$ cat config.mk
export PLATFORM = sky130hd
export DESIGN_NAME = dmem_port_arbiter_flat
export DESIGN_NICKNAME = d
export VERILOG_FILES = /design/src/rtl/dmem_port_arbiter_if.sv /design/src/rtl/dmem_port_arbiter.sv /design/src/flat_wrapper.sv
export SDC_FILE = /design/constraint.sdc
export NUM_CORES = 1
export LEC_CHECK = 0
export BUFFER_PORTS_ARGS = -buffer_cell sky130_fd_sc_hd__buf_2
export CAP_MARGIN = 25
export CORE_MARGIN = 2
export CORE_UTILIZATION = 40
export CTS_BUF_LIST = sky130_fd_sc_hd__clkbuf_4
export CTS_CLUSTER_DIAMETER = 60
export DETAILED_ROUTE_END_ITERATION = 10
export PLACE_DENSITY = 0.72
export REMOVE_ABC_BUFFERS = 1
export SETUP_SLACK_MARGIN = 0.15
export SLEW_MARGIN = 10
export SYNTH_ARGS = -nofsm -noshare
export SYNTH_HDL_FRONTEND = slang
export SYNTH_SLANG_ARGS = --single-unit
$ cat constraint.sdc
create_clock -name CLK -period 5.3 [get_ports CLK]
set_input_delay 0.53 -clock CLK [delete_from_list [all_inputs] [get_ports CLK]]
set_output_delay 0.53 -clock CLK [all_outputs]
set_load 0.03 [all_outputs]
$ cat src/rtl/dmem_port_arbiter_if.sv
`default_nettype none
// ---------------------------------------------------------------------------
// dmem_port_arbiter_if
// Bundle of the two requester ports and the DataMemory-side port.
// Requester 0 = core LSU, requester 1 = loader/debug.
// slave  : the arbiter's view
// master : the requesters' and DataMemory's view
// Revision: 1.0 - initial release
// ---------------------------------------------------------------------------
interface dmem_port_arbiter_if #(
  parameter int ADDR_W = 32,
  parameter int DATA_W = 32
);
  // Requester 0
  logic              REQ_0;
  logic              WE_0;
  logic [2:0]        FUNC3_0;
  logic [ADDR_W-1:0] ADDR_0;
  logic [DATA_W-1:0] WDATA_0;
  logic              GNT_0;
  logic              RVALID_0;
  logic [DATA_W-1:0] RDATA_0;
  // Requester 1
  logic              REQ_1;
  logic              WE_1;
  logic [2:0]        FUNC3_1;
  logic [ADDR_W-1:0] ADDR_1;
  logic [DATA_W-1:0] WDATA_1;
  logic              GNT_1;
  logic              RVALID_1;
  logic [DATA_W-1:0] RDATA_1;
  // DataMemory side
  logic              MRd;
  logic              MWrt;
  logic [2:0]        FUNC3;
  logic [ADDR_W-1:0] ADDR;
  logic [DATA_W-1:0] W_DATA;
  logic [DATA_W-1:0] R_DATA;

  modport slave (
    input  REQ_0, WE_0, FUNC3_0, ADDR_0, WDATA_0,
    output GNT_0, RVALID_0, RDATA_0,
    input  REQ_1, WE_1, FUNC3_1, ADDR_1, WDATA_1,
    output GNT_1, RVALID_1, RDATA_1,
    output MRd, MWrt, FUNC3, ADDR, W_DATA,
    input  R_DATA
  );

  modport master (
    output REQ_0, WE_0, FUNC3_0, ADDR_0, WDATA_0,
    input  GNT_0, RVALID_0, RDATA_0,
    output REQ_1, WE_1, FUNC3_1, ADDR_1, WDATA_1,
    input  GNT_1, RVALID_1, RDATA_1,
    input  MRd, MWrt, FUNC3, ADDR, W_DATA,
    output R_DATA
  );
endinterface
`default_nettype wire

$ cat src/rtl/dmem_port_arbiter.sv
`default_nettype none
// ---------------------------------------------------------------------------
// dmem_port_arbiter
// Two-requester arbiter in front of a single-port DataMemory.
// IDLE grants one requester and latches its payload, ACCESS drives the
// memory for exactly one cycle, RESP (reads only) pulses RVALID.
// Build option: define DMEM_ARB_RR_EN for round-robin arbitration;
// otherwise requester 0 has fixed priority.
// Revision: 1.0 - initial release
// ---------------------------------------------------------------------------
module dmem_port_arbiter #(
  parameter int ADDR_W = 32,
  parameter int DATA_W = 32
) (
  input  logic                CLK,
  input  logic                RESET,
  dmem_port_arbiter_if.slave  bus
);

  localparam logic [1:0] S_IDLE   = 2'd0;
  localparam logic [1:0] S_ACCESS = 2'd1;
  localparam logic [1:0] S_RESP   = 2'd2;

  logic [1:0]        state;
  logic              owner;
  logic              lat_we;
  logic [2:0]        lat_func3;
  logic [ADDR_W-1:0] lat_addr;
  logic [DATA_W-1:0] lat_wdata;
  logic [DATA_W-1:0] rdata_0;
  logic [DATA_W-1:0] rdata_1;

  logic              any_req;
  logic              winner;
  logic              grant_en;

  assign any_req = bus.REQ_0 | bus.REQ_1;

`ifdef DMEM_ARB_RR_EN
  logic rr_ptr;

  // Round-robin pick: pointer breaks ties, a lone requester always wins
  always_comb begin
    winner = 1'b0;
    if (bus.REQ_0 && bus.REQ_1)
      winner = rr_ptr;
    else
      winner = ~bus.REQ_0;
  end

  // Pointer moves to the requester that lost the most recent grant
  always_ff @(posedge CLK or posedge RESET) begin
    if (RESET)
      rr_ptr <= 1'b0;
    else if (state == S_IDLE && any_req)
      rr_ptr <= ~winner;
  end
`else
  // Fixed priority: requester 0 wins whenever it asks
  always_comb begin
    winner = ~bus.REQ_0;
  end
`endif

  // Grant is a same-cycle acknowledge, suppressed while reset is held
  assign grant_en = (state == S_IDLE) && any_req && !RESET;
  assign bus.GNT_0 = grant_en && !winner;
  assign bus.GNT_1 = grant_en &&  winner;

  // Control FSM, payload capture and read-data registers
  always_ff @(posedge CLK or posedge RESET) begin
    if (RESET) begin
      state     <= S_IDLE;
      owner     <= 1'b0;
      lat_we    <= 1'b0;
      lat_func3 <= '0;
      lat_addr  <= '0;
      lat_wdata <= '0;
      rdata_0   <= '0;
      rdata_1   <= '0;
    end else begin
      case (state)
        S_IDLE: begin
          if (any_req) begin
            owner     <= winner;
            lat_we    <= winner ? bus.WE_1    : bus.WE_0;
            lat_func3 <= winner ? bus.FUNC3_1 : bus.FUNC3_0;
            lat_addr  <= winner ? bus.ADDR_1  : bus.ADDR_0;
            lat_wdata <= winner ? bus.WDATA_1 : bus.WDATA_0;
            state     <= S_ACCESS;
          end
        end
        S_ACCESS: begin
          if (lat_we) begin
            state <= S_IDLE;
          end else begin
            state <= S_RESP;
            if (owner)
              rdata_1 <= bus.R_DATA;
            else
              rdata_0 <= bus.R_DATA;
          end
        end
        S_RESP:  state <= S_IDLE;
        default: state <= S_IDLE;
      endcase
    end
  end

  // Memory strobes exist only in ACCESS, so they can never overlap
  assign bus.MWrt   = (state == S_ACCESS) &&  lat_we;
  assign bus.MRd    = (state == S_ACCESS) && !lat_we;
  assign bus.FUNC3  = lat_func3;
  assign bus.ADDR   = lat_addr;
  assign bus.W_DATA = lat_wdata;

  assign bus.RVALID_0 = (state == S_RESP) && !owner;
  assign bus.RVALID_1 = (state == S_RESP) &&  owner;
  assign bus.RDATA_0  = rdata_0;
  assign bus.RDATA_1  = rdata_1;

endmodule
`default_nettype wire

$ cat src/flat_wrapper.sv
// flat-port wrapper written by rule: the top's interface ports become plain ports
module dmem_port_arbiter_flat 
#(
  parameter int ADDR_W = 32,
  parameter int DATA_W = 32
)
  (CLK, RESET, bus_REQ_0, bus_WE_0, bus_FUNC3_0, bus_ADDR_0, bus_WDATA_0, bus_GNT_0, bus_RVALID_0, bus_RDATA_0, bus_REQ_1, bus_WE_1, bus_FUNC3_1, bus_ADDR_1, bus_WDATA_1, bus_GNT_1, bus_RVALID_1, bus_RDATA_1, bus_MRd, bus_MWrt, bus_FUNC3, bus_ADDR, bus_W_DATA, bus_R_DATA);
  dmem_port_arbiter_if #(.ADDR_W(ADDR_W), .DATA_W(DATA_W)) bus_i ();
  input  logic CLK;
  input  logic RESET;
  input wire logic [$bits(bus_i.REQ_0)-1:0] bus_REQ_0;
  input wire logic [$bits(bus_i.WE_0)-1:0] bus_WE_0;
  input wire logic [$bits(bus_i.FUNC3_0)-1:0] bus_FUNC3_0;
  input wire logic [$bits(bus_i.ADDR_0)-1:0] bus_ADDR_0;
  input wire logic [$bits(bus_i.WDATA_0)-1:0] bus_WDATA_0;
  output wire logic [$bits(bus_i.GNT_0)-1:0] bus_GNT_0;
  output wire logic [$bits(bus_i.RVALID_0)-1:0] bus_RVALID_0;
  output wire logic [$bits(bus_i.RDATA_0)-1:0] bus_RDATA_0;
  input wire logic [$bits(bus_i.REQ_1)-1:0] bus_REQ_1;
  input wire logic [$bits(bus_i.WE_1)-1:0] bus_WE_1;
  input wire logic [$bits(bus_i.FUNC3_1)-1:0] bus_FUNC3_1;
  input wire logic [$bits(bus_i.ADDR_1)-1:0] bus_ADDR_1;
  input wire logic [$bits(bus_i.WDATA_1)-1:0] bus_WDATA_1;
  output wire logic [$bits(bus_i.GNT_1)-1:0] bus_GNT_1;
  output wire logic [$bits(bus_i.RVALID_1)-1:0] bus_RVALID_1;
  output wire logic [$bits(bus_i.RDATA_1)-1:0] bus_RDATA_1;
  output wire logic [$bits(bus_i.MRd)-1:0] bus_MRd;
  output wire logic [$bits(bus_i.MWrt)-1:0] bus_MWrt;
  output wire logic [$bits(bus_i.FUNC3)-1:0] bus_FUNC3;
  output wire logic [$bits(bus_i.ADDR)-1:0] bus_ADDR;
  output wire logic [$bits(bus_i.W_DATA)-1:0] bus_W_DATA;
  input wire logic [$bits(bus_i.R_DATA)-1:0] bus_R_DATA;
  assign bus_i.REQ_0 = bus_REQ_0;
  assign bus_i.WE_0 = bus_WE_0;
  assign bus_i.FUNC3_0 = bus_FUNC3_0;
  assign bus_i.ADDR_0 = bus_ADDR_0;
  assign bus_i.WDATA_0 = bus_WDATA_0;
  assign bus_GNT_0 = bus_i.GNT_0;
  assign bus_RVALID_0 = bus_i.RVALID_0;
  assign bus_RDATA_0 = bus_i.RDATA_0;
  assign bus_i.REQ_1 = bus_REQ_1;
  assign bus_i.WE_1 = bus_WE_1;
  assign bus_i.FUNC3_1 = bus_FUNC3_1;
  assign bus_i.ADDR_1 = bus_ADDR_1;
  assign bus_i.WDATA_1 = bus_WDATA_1;
  assign bus_GNT_1 = bus_i.GNT_1;
  assign bus_RVALID_1 = bus_i.RVALID_1;
  assign bus_RDATA_1 = bus_i.RDATA_1;
  assign bus_MRd = bus_i.MRd;
  assign bus_MWrt = bus_i.MWrt;
  assign bus_FUNC3 = bus_i.FUNC3;
  assign bus_ADDR = bus_i.ADDR;
  assign bus_W_DATA = bus_i.W_DATA;
  assign bus_i.R_DATA = bus_R_DATA;
  dmem_port_arbiter #(.ADDR_W(ADDR_W), .DATA_W(DATA_W)) u_core (.CLK(CLK), .RESET(RESET), .bus(bus_i));
endmodule
# After elaboration in Yosys (flattened, before gate mapping)

Cells that the tools add are included.

Logic and storage cells: 37
Register bits: 135
Output and inout bits: 137

Equality and inequality tests: 3
Reductions and logical operators: 15
Bitwise logic cells: 4
Mux-type cells: 7

Operators with widths:

| kind                 | count |
|---|---|
| $mux W32             | 2 |
| $logic_and A1 B1 Y1  | 8 |
| $reduce_and A3 Y1    | 2 |
| $mux W2              | 2 |
| $pmux W2 S2          | 1 |
| $logic_not A1 Y1     | 3 |
| $mux W3              | 1 |
| $not A1 Y1           | 3 |
| $eq A2 B1 Y1 const B | 1 |
| $eq A2 B2 Y1 const B | 1 |
| $logic_not A2 Y1     | 1 |
| $ne A2 B1 Y1 const B | 1 |
| $reduce_and A2 Y1    | 1 |
| $mux W1              | 1 |
| $or A1 B1 Y1         | 1 |

# Longest topological paths before layout

Gate-level depths: netlist of run 1.

Depth in word-level cells: 4
Mapped depth: 5
Depth with buffers taken out: 3

# Worst setup path after synthesis of run 1

Ideal clock, no wire load.

Path type: in2out
Start point: input RESET
End point: output bus_GNT_0
Slack: 0.779 ns
Data arrival time: 3.991 ns
Stages: 2
Cells stage by stage: inv_1 > and3_1

Longest elaborated chain between the ends: 3

Ends and longest elaborated chain:

| item                | RTL line                | source |
|---|---|---|
| start: declaration  | flat_wrapper.sv:10      | `input logic RESET;` |
| $logic_not A1 Y1    | dmem_port_arbiter.sv:66 | `assign grant_en = (state == S_IDLE) && any_req && !RESET;` |
| $logic_and A1 B1 Y1 | dmem_port_arbiter.sv:66 |  |
| $logic_and A1 B1 Y1 | dmem_port_arbiter.sv:67 | `assign bus.GNT_0 = grant_en && !winner;` |
| end: declaration    | flat_wrapper.sv:16      | `output wire logic [$bits(bus_i.GNT_0)-1:0] bus_GNT_0;` |

No other way between the ends.

# Final worst setup path of run 1

Start point: register u_core.state[1]
End point: output bus_GNT_1

Longest elaborated chain between the ends: 4

Ends and longest elaborated chain:

| item                             | RTL line                | source |
|---|---|---|
| start: declaration               | dmem_port_arbiter.sv:24 | `logic [1:0] state;` |
| start signal: assignment         | dmem_port_arbiter.sv:73 | `state <= S_IDLE;` |
| start signal: assignment         | dmem_port_arbiter.sv:90 | `state <= S_ACCESS;` |
| start signal: assignment         | dmem_port_arbiter.sv:95 | `state <= S_IDLE;` |
| $logic_not A2 Y1                 | dmem_port_arbiter.sv:66 |  |
| $logic_and A1 B1 Y1 (2 in a row) | dmem_port_arbiter.sv:66 |  |
| $logic_and A1 B1 Y1              | dmem_port_arbiter.sv:68 | `assign bus.GNT_1 = grant_en && winner;` |
| end: declaration                 | flat_wrapper.sv:24      | `output wire logic [$bits(bus_i.GNT_1)-1:0] bus_GNT_1;` |

No other way between the ends.

==> impl_metrics.json, run 1 <==
{
  "status": "completed",
  "clockBufferDepth": 2,
  "maxCapViolations": 0,
  "crit_arrival_ps": 2550,
  "antenna_found_initial": 2,
  "synth-seq-cells": 135,
  "fill_cells": 1284,
  "die_y_um": 127,
  "start_util_pct": 40.6,
  "power_density_mw_per_mm2": 673,
  "dr.pass1.iters": 4,
  "reg2reg_slack_ps": 3190,
  "relSlewSlack_pct": 35.9,
  "timing.setup.tns_ps": 0,
  "netSwitchingPower_w": 0.00237,
  "final_area_mm2": 0.00802,
  "critPathMaxFanout": 70,
  "htree_levels": 4,
  "gp_congestion": 0.789,
  "die-area_mm2": 0.0163,
  "ios": 309,
  "clock_latency_ps": 510,
  "power.leakage_nw": 3.94,
  "cts_buffers": 17,
  "netlist_area_mm2": 0.00610,
  "r2r_cells": 3,
  "rows": 45,
  "worstSetupStartpointType": "flip-flop",
  "placed_area_mm2": 0.00768,
  "port_buffers": 308,
  "yosysWarnings": 0,
  "fin_crit_ps": 3080,
  "wl_um": 14600,
  "wl_per_cell_um": 16.5,
  "min_path_type": "in -> async",
  "synth_area_per_cell_um2": 16.4,
  "finalNetCount": 853,
  "r2r-start": "u_core.state[1]$_DFFE_PP0P_",
  "fin_crit_sh_pct": 58.2,
  "grt_pass1_vias": 4450,
  "max_freq_mhz": 324,
  "tritoncts": "done",
  "synth_top_area_share_pct": 55.4,
  "gr-total-overflow": 0,
  "hold_viol": 0,
  "ctsResizeCount": 0,
  "slew_violations": 0,
  "yosysTopAreaCell": "dfrtp_1",
  "clkPwrFrac_pct": 13.2,
  "finalSetupViolCount": 0,
  "clk_pin_slew_worst_paths_ps": 110,
  "yosys-top-cells-area": "dfrtp_1 (55%), mux2_2 (29%), mux2_4 (8.4%)",
  "drt_iter0_drc": 65,
  "fin_ws_ps": 2220,
  "cts-root-buf": "clkbuf_4",
  "finClkSkew_ps": 11.9,
  "hold_buffers": 0,
  "pre_cts_slack_ps": 2740,
  "final_common_cell": "buf_2",
  "via_count": 4193,
  "tightest_slew_ps": 961,
  "grt_max_degree": 79,
  "required_ps": 4770,
  "combPwrFrac_pct": 52.7,
  "p_seq_share_pct": 34.1,
  "final_util_pct": 53.3,
  "grtUsageTotal_pct": 18.0,
  "drc": 0,
  "ant_nets": 0,
  "via_per_inst": 4.74,
  "cts.sinks": 135,
  "fp.coreArea_mm2": 0.0150,
  "netlist_instances": 373,
  "ys_seq_area_share_pct": 55.4,
  "dp.final_hpwl_um": 11100,
  "crit_path_end_kind": "output pin",
  "post-cts-setup-buffers": 0,
  "die_w_um": 127,
  "area_growth_pct": 31.4,
  "ys_types": 19,
  "ir_worst_vdd_uv": 425,
  "critical_path_class": "reg -> out",
  "layout_common_cells": "buf_2 (308), mux2_2 (157), dfrtp_1 (135)",
  "sw_frac_of_total_pct": 43.9,
  "p_int_w": 0.00303,
  "rsz0062_at_grt": "no",
  "drive_gt1_share_pct": 78.1,
  "grt_pass1_wl_um": 22600,
  "r2r-end": "u_core.bus.W_DATA[22]$_DFFE_PP0P_"
}
[power by group through the flow]
stage | clock network, W | registers (W) | logic, W
2_1_floorplan | 0 | 0.00287 | 0.00102
3_3_place_gp | 0 | 0.00184 | 0.00283
3_5_place_dp | 0 | 0.00186 | 0.00288
4_1_cts | 0.000741 | 0.00184 | 0.00288
5_1_grt | 0.000795 | 0.00191 | 0.00299
6_report | 0.000711 | 0.00184 | 0.00284
[cell families (layout without fill, tap and decap cells)]
family,Yosys count,after routing,share of synthesized area (%)
other,0,2,0
and+or+nand+nor,10,10,1.29
muxes,200,200,39.0
AOI/OAI and AO/OA,3,3,0.287
buffers and inverters,25,346,4.02
DFF,135,135,55.4
[synthesized netlist by cell type (all sizes together)]
library cell and number:
mux2 200, dfrtp 135, buf 23, nor3b 4
a21oi 2, and3b 2, and2 1, and2b 1
and3 1, clkbuf 1, inv 1, nor2 1
o21a 1
[worst max-delay path by stage]
stage	from	to	slack [ps]	depth (start not counted)
global placement	u_core.state[1]$_DFFE_PP0P_	bus_GNT_1	2810	4
detailed placement	u_core.state[1]$_DFFE_PP0P_	bus_GNT_1	2740	4
finish	u_core.state[1]$_DFFE_PP0P_	bus_GNT_1	2220	4
floorplan	RESET	bus_GNT_0	780	2
global route	u_core.state[1]$_DFFE_PP0P_	bus_GNT_1	1930	4
CTS	u_core.state[1]$_DFFE_PP0P_	bus_GNT_1	2120	4
[worst max-delay path: stages (launching register included)]
cell	delay, ps
dfrtp_1	450
nor2_1	270
o21a_4	780
nor3b_1	260
buf_2	230
[state kept, by name (all words and copies together), names as in the netlist]
register	flops
u_core.bus.ADDR	32
u_core.bus.RDATA_0	32
u_core.bus.RDATA_1	32
u_core.bus.W_DATA	32
u_core.bus.FUNC3	3
u_core.state	2
u_core.lat_we	1
u_core.owner	1
[cell type report]
| cell class | count | area (µm²) | share of cell area, % |
|---|---|---|---|
| Tap cell | 188 | 235 | 2.93 |
| Multi-Input combinational cell | 213 | 2480 | 31.0 |
| Sequential cell | 135 | 3380 | 42.1 |
| Antenna cell | 2 | 5.00 | 0.0624 |
| Clock inverter | 12 | 154 | 1.92 |
| Timing Repair Buffer | 313 | 1600 | 19.9 |
| Inverter | 1 | 8.76 | 0.109 |
| Clock buffer | 20 | 150 | 1.87 |
[through the flow]
stage                     hold WS (ps)  power, W  instances
final                             73.1   0.00539        884
after global routing              20.8   0.00570        884
after CTS                         12.6   0.00547        881
after detailed placement           474   0.00474        849
after global placement             467   0.00466        849
after floorplan                    461   0.00389        349
[layer usage]
metal	vias up	GRT usage (%)	wire (µm)
met4	0	6.40	205
met5	-	0	0
met2	190	31.9	7490
li1	1963	-	-
met3	14	8.25	1400
met1	2026	18.9	5500
No activity file was read; power rests on OpenSTA's default activity.
==> inputs of run 2 (changes only) <==
==> constraint.sdc (replaced) <==
create_clock -name CLK -period 3 [get_ports CLK]
set_input_delay 0.3 -clock CLK [delete_from_list [all_inputs] [get_ports CLK]]
set_output_delay 0.3 -clock CLK [all_outputs]
set_load 0.03 [all_outputs]
==> impl_metrics.json, run 2 (synthesis gave the netlist of run 1 again) <==
{
  "placed_area_mm2": 0.00773,
  "grt_util_met3_pct": 6.95,
  "cts.sinks": 135,
  "drive_gt1_share_pct": 74.3,
  "final_util_pct": 55.5,
  "gp_congestion": 0.775,
  "grtUsageTotal_pct": 18.6,
  "finClkSkew_ps": 23.5,
  "grt_max_degree": 136,
  "wl_per_cell_um": 16.8,
  "die_y_um": 127,
  "finalNetCount": 887,
  "drc": 0,
  "grt_pass1_vias": 4706,
  "relSlewSlack_pct": 51.2,
  "cts-root-buf": "clkbuf_4",
  "drt_iter0_drc": 93,
  "fin_crit_sh_pct": 80.5,
  "fill_cells": 1266,
  "area_growth_pct": 36.8,
  "crit_path_end_kind": "output pin",
  "rows": 45,
  "grtUsageMet1_pct": 19.6,
  "pre_cts_slack_ps": 1010,
  "grt_pass1_wl_um": 23300,
  "cp_cell_sequence": "nor2_1 -> o21a_4 -> nor3b_1 -> buf_2",
  "die-area_mm2": 0.0163,
  "htree_levels": 4,
  "wl_um": 15300,
  "maxCapViolations": 0,
  "hold_viol": 0,
  "via_per_inst": 4.77,
  "dp.final_hpwl_um": 11100,
  "clockBufferDepth": 2,
  "clk_pin_slew_worst_paths_ps": 120,
  "dr.pass1.iters": 4,
  "crit_path_max_incr_delay_ps": 450,
  "tritoncts": "done",
  "start_util_pct": 40.6,
  "die_w_um": 127,
  "max_freq_mhz": 414,
  "crit_slowest_cell": "dfrtp_1",
  "top_usage_layer": "met2",
  "critPathMaxFanout": 27,
  "tightest_slew_ps": 732,
  "cts_buffers": 17,
  "fin_crit_ps": 2420,
  "required_ps": 2700,
  "crit_arrival_ps": 2120,
  "via_count": 4369,
  "worstSetupStartpointType": "flip-flop",
  "gr-total-overflow": 0,
  "power_density_mw_per_mm2": 1150,
  "min_path_type": "in -> reg",
  "use_met2_pct": 33.1,
  "final_common_cell": "buf_2",
  "finalSetupViolCount": 0,
  "final_area_mm2": 0.00834,
  "power.leakage_nw": 4.08,
  "fin_ws_ps": 584,
  "status": "completed",
  "layout_common_cells": "buf_2 (308), mux2_2 (157), dfrtp_1 (135)",
  "rsz0062_at_grt": "no",
  "ir_worst_vdd_uv": 723,
  "ios": 309,
  "ant_nets": 0,
  "fp.coreArea_mm2": 0.0150,
  "slew_violations": 0,
  "antenna_found_initial": 4,
  "critical_path_class": "reg -> out",
  "ctsResizeCount": 0,
  "port_buffers": 308,
  "clock_latency_ps": 520
}
## run 2: cell types whose count changed in the layout (fill, tap and decap cells not counted), sizes merged
cell         before  now
dlygate4sd3       0   33
buf             313  314
clkbuf           20   19
clkinv            6    5
clkinvlp          3    2
## run 2: worst paths after layout
check                                                startpoint                                  to  slack [ps]  cells past startpoint
worst min-delay path                                  bus_REQ_1            u_core.owner$_DFFE_PP0P_          90                      3
worst min register to register  u_core.bus.ADDR[26]$_DFFE_PP0P_     u_core.bus.ADDR[26]$_DFFE_PP0P_         490                      1
max in group asynchronous                                 RESET  u_core.bus.RDATA_1[13]$_DFFE_PP0P_        1880                      4
worst max-delay path                u_core.state[1]$_DFFE_PP0P_                           bus_GNT_1         580                      4
worst max register to register        u_core.lat_we$_DFFE_PP0P_   u_core.bus.RDATA_1[9]$_DFFE_PP0P_        1030                      4
min in group asynchronous                                 RESET     u_core.bus.ADDR[26]$_DFFE_PP0P_         530                      4
## run 2: critical path: cells and delay by family (launching register included)
kind	cells	cell delay, ps
and+or+nand+nor	2	500
DFF	1	450
AOI/OAI and AO/OA	1	430
buffers and inverters	1	230
## run 2: final cells by class
| class | count | area [µm²] | share of cell area [%] |
|---|---|---|---|
| diodes | 2 | 5.00 | 0.0600 |
| clock inverters | 10 | 133 | 1.59 |
| flip-flops and latches | 135 | 3380 | 40.5 |
| clock buffers | 19 | 143 | 1.71 |
| well taps | 188 | 235 | 2.82 |
| inverters | 1 | 8.76 | 0.105 |
| multi-input cells | 213 | 2480 | 29.8 |
| repair buffers | 347 | 1950 | 23.4 |
## run 2: per-stage QoR
stage               instances  hold slack [ps]  setup TNS [ps]  power [W]
CTS                       913             16.7               0    0.00967
global route              915             40.7               0     0.0101
finish                    915             90.1               0    0.00957
detailed placement        851              471               0    0.00840
floorplan                 349              386         -126060    0.00687
global placement          851              463               0    0.00827
## run 2: power breakdown
part	switching [W]	leakage [nW]	internal, W	total [W]
Combinational	0.00305	2.34	0.00204	0.00509
Sequential	0.000514	1.59	0.00276	0.00327
Clock	0.000629	0.148	0.000577	0.00121
Total	0.00420	4.08	0.00537	0.00957
## run 2: timing repair
action | CTS | global route
buffers inserted | 0 | 0
hold endpoints to repair | 161 | 0
hold buffers | 33 | 0
## run 2: per-layer routing
metal / up-vias / part of all wire (%)
li1: 2028 / -
met3: 27 / 8.9
met5: - / 0.085
met2: 205 / 51
met4: 2 / 2.1
met1: 2107 / 38
==> inputs of run 3 (changes only) <==
==> constraint.sdc (replaced) <==
create_clock -name CLK -period 2.24 [get_ports CLK]
set_input_delay 0.224 -clock CLK [delete_from_list [all_inputs] [get_ports CLK]]
set_output_delay 0.224 -clock CLK [all_outputs]
set_load 0.03 [all_outputs]
==> impl_metrics.json, run 3 (synthesis gave the netlist of run 1 again) <==
{
  "port_buffers": 308,
  "die_y_um": 127,
  "ir_worst_vdd_uv": 955,
  "htree_levels": 4,
  "dp.final_hpwl_um": 11500,
  "rows": 45,
  "r2r_cells": 4,
  "area_growth_pct": 47.5,
  "grtUsageTotal_pct": 20.3,
  "grt_max_degree": 136,
  "crit_path_end_kind": "output pin",
  "cts_buffers": 17,
  "tightest_slew_ps": 768,
  "cts-root-buf": "clkbuf_4",
  "total_power_w": 0.0132,
  "required_ps": 2020,
  "finalSetupViolCount": 0,
  "relSlewSlack_pct": 48.8,
  "die_w_um": 127,
  "critPathMaxFanout": 6,
  "fin_ws_ps": 281,
  "status": "completed",
  "power.leakage_nw": 4.36,
  "rsz0062_at_grt": "no",
  "drive_gt1_share_pct": 69.4,
  "placed_area_mm2": 0.00777,
  "crit_arrival_ps": 1740,
  "tritoncts": "done",
  "hold_viol": 0,
  "cts.sinks": 135,
  "dr.pass1.iters": 4,
  "r2r-end": "u_core.bus.RDATA_0[7]$_DFFE_PP0P_",
  "die-area_mm2": 0.0163,
  "slew_violations": 0,
  "wl_um": 16400,
  "drt_iter0_drc": 102,
  "r2r-start": "u_core.state[1]$_DFFE_PP0P_",
  "setup.worst_path.end": "bus_GNT_1",
  "grt_pass1_wl_um": 25300,
  "ios": 309,
  "holdWs_ps": 62.5,
  "maxCapViolations": 0,
  "clk_pin_slew_worst_paths_ps": 120,
  "grt_pass1_vias": 5031,
  "final_area_mm2": 0.00899,
  "pre_cts_slack_ps": 394,
  "layout_common_cells": "buf_2 (307), mux2_2 (157), dfrtp_1 (135)",
  "min_path_type": "in -> reg",
  "antenna_found_initial": 2,
  "worstSetupStartpoint": "u_core.state[1]$_DFFE_PP0P_",
  "gp_congestion": 0.785,
  "finalNetCount": 947,
  "timing.setup.tns_ps": 0,
  "finClkSkew_ps": 12.3,
  "gr-total-overflow": 0,
  "fin_crit_sh_pct": 87.5,
  "drc": 0,
  "fp.coreArea_mm2": 0.0150,
  "via_per_inst": 4.74,
  "reg2reg_slack_ps": 460,
  "final_common_cell": "buf_2",
  "wl_per_cell_um": 16.8,
  "fin_crit_ps": 1960,
  "via_count": 4632,
  "clockBufferDepth": 2,
  "clock_latency_ps": 530,
  "max_freq_mhz": 510,
  "ant_nets": 0,
  "power_density_mw_per_mm2": 1470,
  "critical_path_class": "reg -> out",
  "worstSetupStartpointType": "flip-flop",
  "start_util_pct": 40.6
}
==> run 3: through the flow <==
stage | util, % | cells
after floorplan | - | 349
after global placement | 51.7 | 855
after detailed placement | 51.7 | 855
after CTS | 59.8 | 976
after global routing | 59.8 | 978
final | 59.8 | 978
==> run 3: area by class of cell <==
type	instances	area [µm²]
fill	1177	6040
sequential	135	3380
timing repair buffer	407	2560
multi-input combinational	213	2500
tap	188	235
clock inverter	15	185
clock buffer	17	128
inverter	1	8.76
antenna	2	5.00
==> run 3: power breakdown <==
part / internal [W] / switching [W] / total (W) / leakage (nW)
logic: 0.00287 / 0.00417 / 0.00704 / 2.60
clock network: 0.000871 / 0.000882 / 0.00175 / 0.168
registers: 0.00369 / 0.000718 / 0.00441 / 1.59
==> run 3: worst min path at each step <==
stage	cells past startpoint	endpoint	slack (ps)	from
after floorplan	1	u_core.owner$_DFFE_PP0P_	310	bus_REQ_0
after global placement	1	u_core.bus.FUNC3[1]$_DFFE_PP0P_	460	u_core.bus.FUNC3[1]$_DFFE_PP0P_
after detailed placement	1	u_core.bus.ADDR[22]$_DFFE_PP0P_	470	u_core.bus.ADDR[22]$_DFFE_PP0P_
after CTS	3	u_core.bus.W_DATA[17]$_DFFE_PP0P_	0.7	bus_WDATA_1[17]
after global routing	3	u_core.bus.W_DATA[6]$_DFFE_PP0P_	0.0003	bus_WDATA_1[6]
final	3	u_core.bus.W_DATA[24]$_DFFE_PP0P_	60	bus_WDATA_1[24]
==> run 3: critical path, cell delays in order, from the launching register on <==
cell and delay (ps):
dfrtp_1 480, nor2_4 170, o21a_4 150, nor3b_2 210, buf_4 200
==> run 3: repair_timing <==
action,in CTS,in global routing
endpoints found under the hold margin,231,0
gates resized for setup,3,1
setup endpoints to repair,1,1
hold buffers,88,0
buffers inserted,1,0
==> run 3: layer usage <==
metal	part of all wire, %	vias to the layer above	wire length (µm)	track usage [%]
li1	-	2149	-	-
met1	36	2226	5970	20.7
met2	52	222	8600	37.4
met3	8.4	35	1380	6.91
met4	3.0	0	488	9.18
met5	0	-	0	0
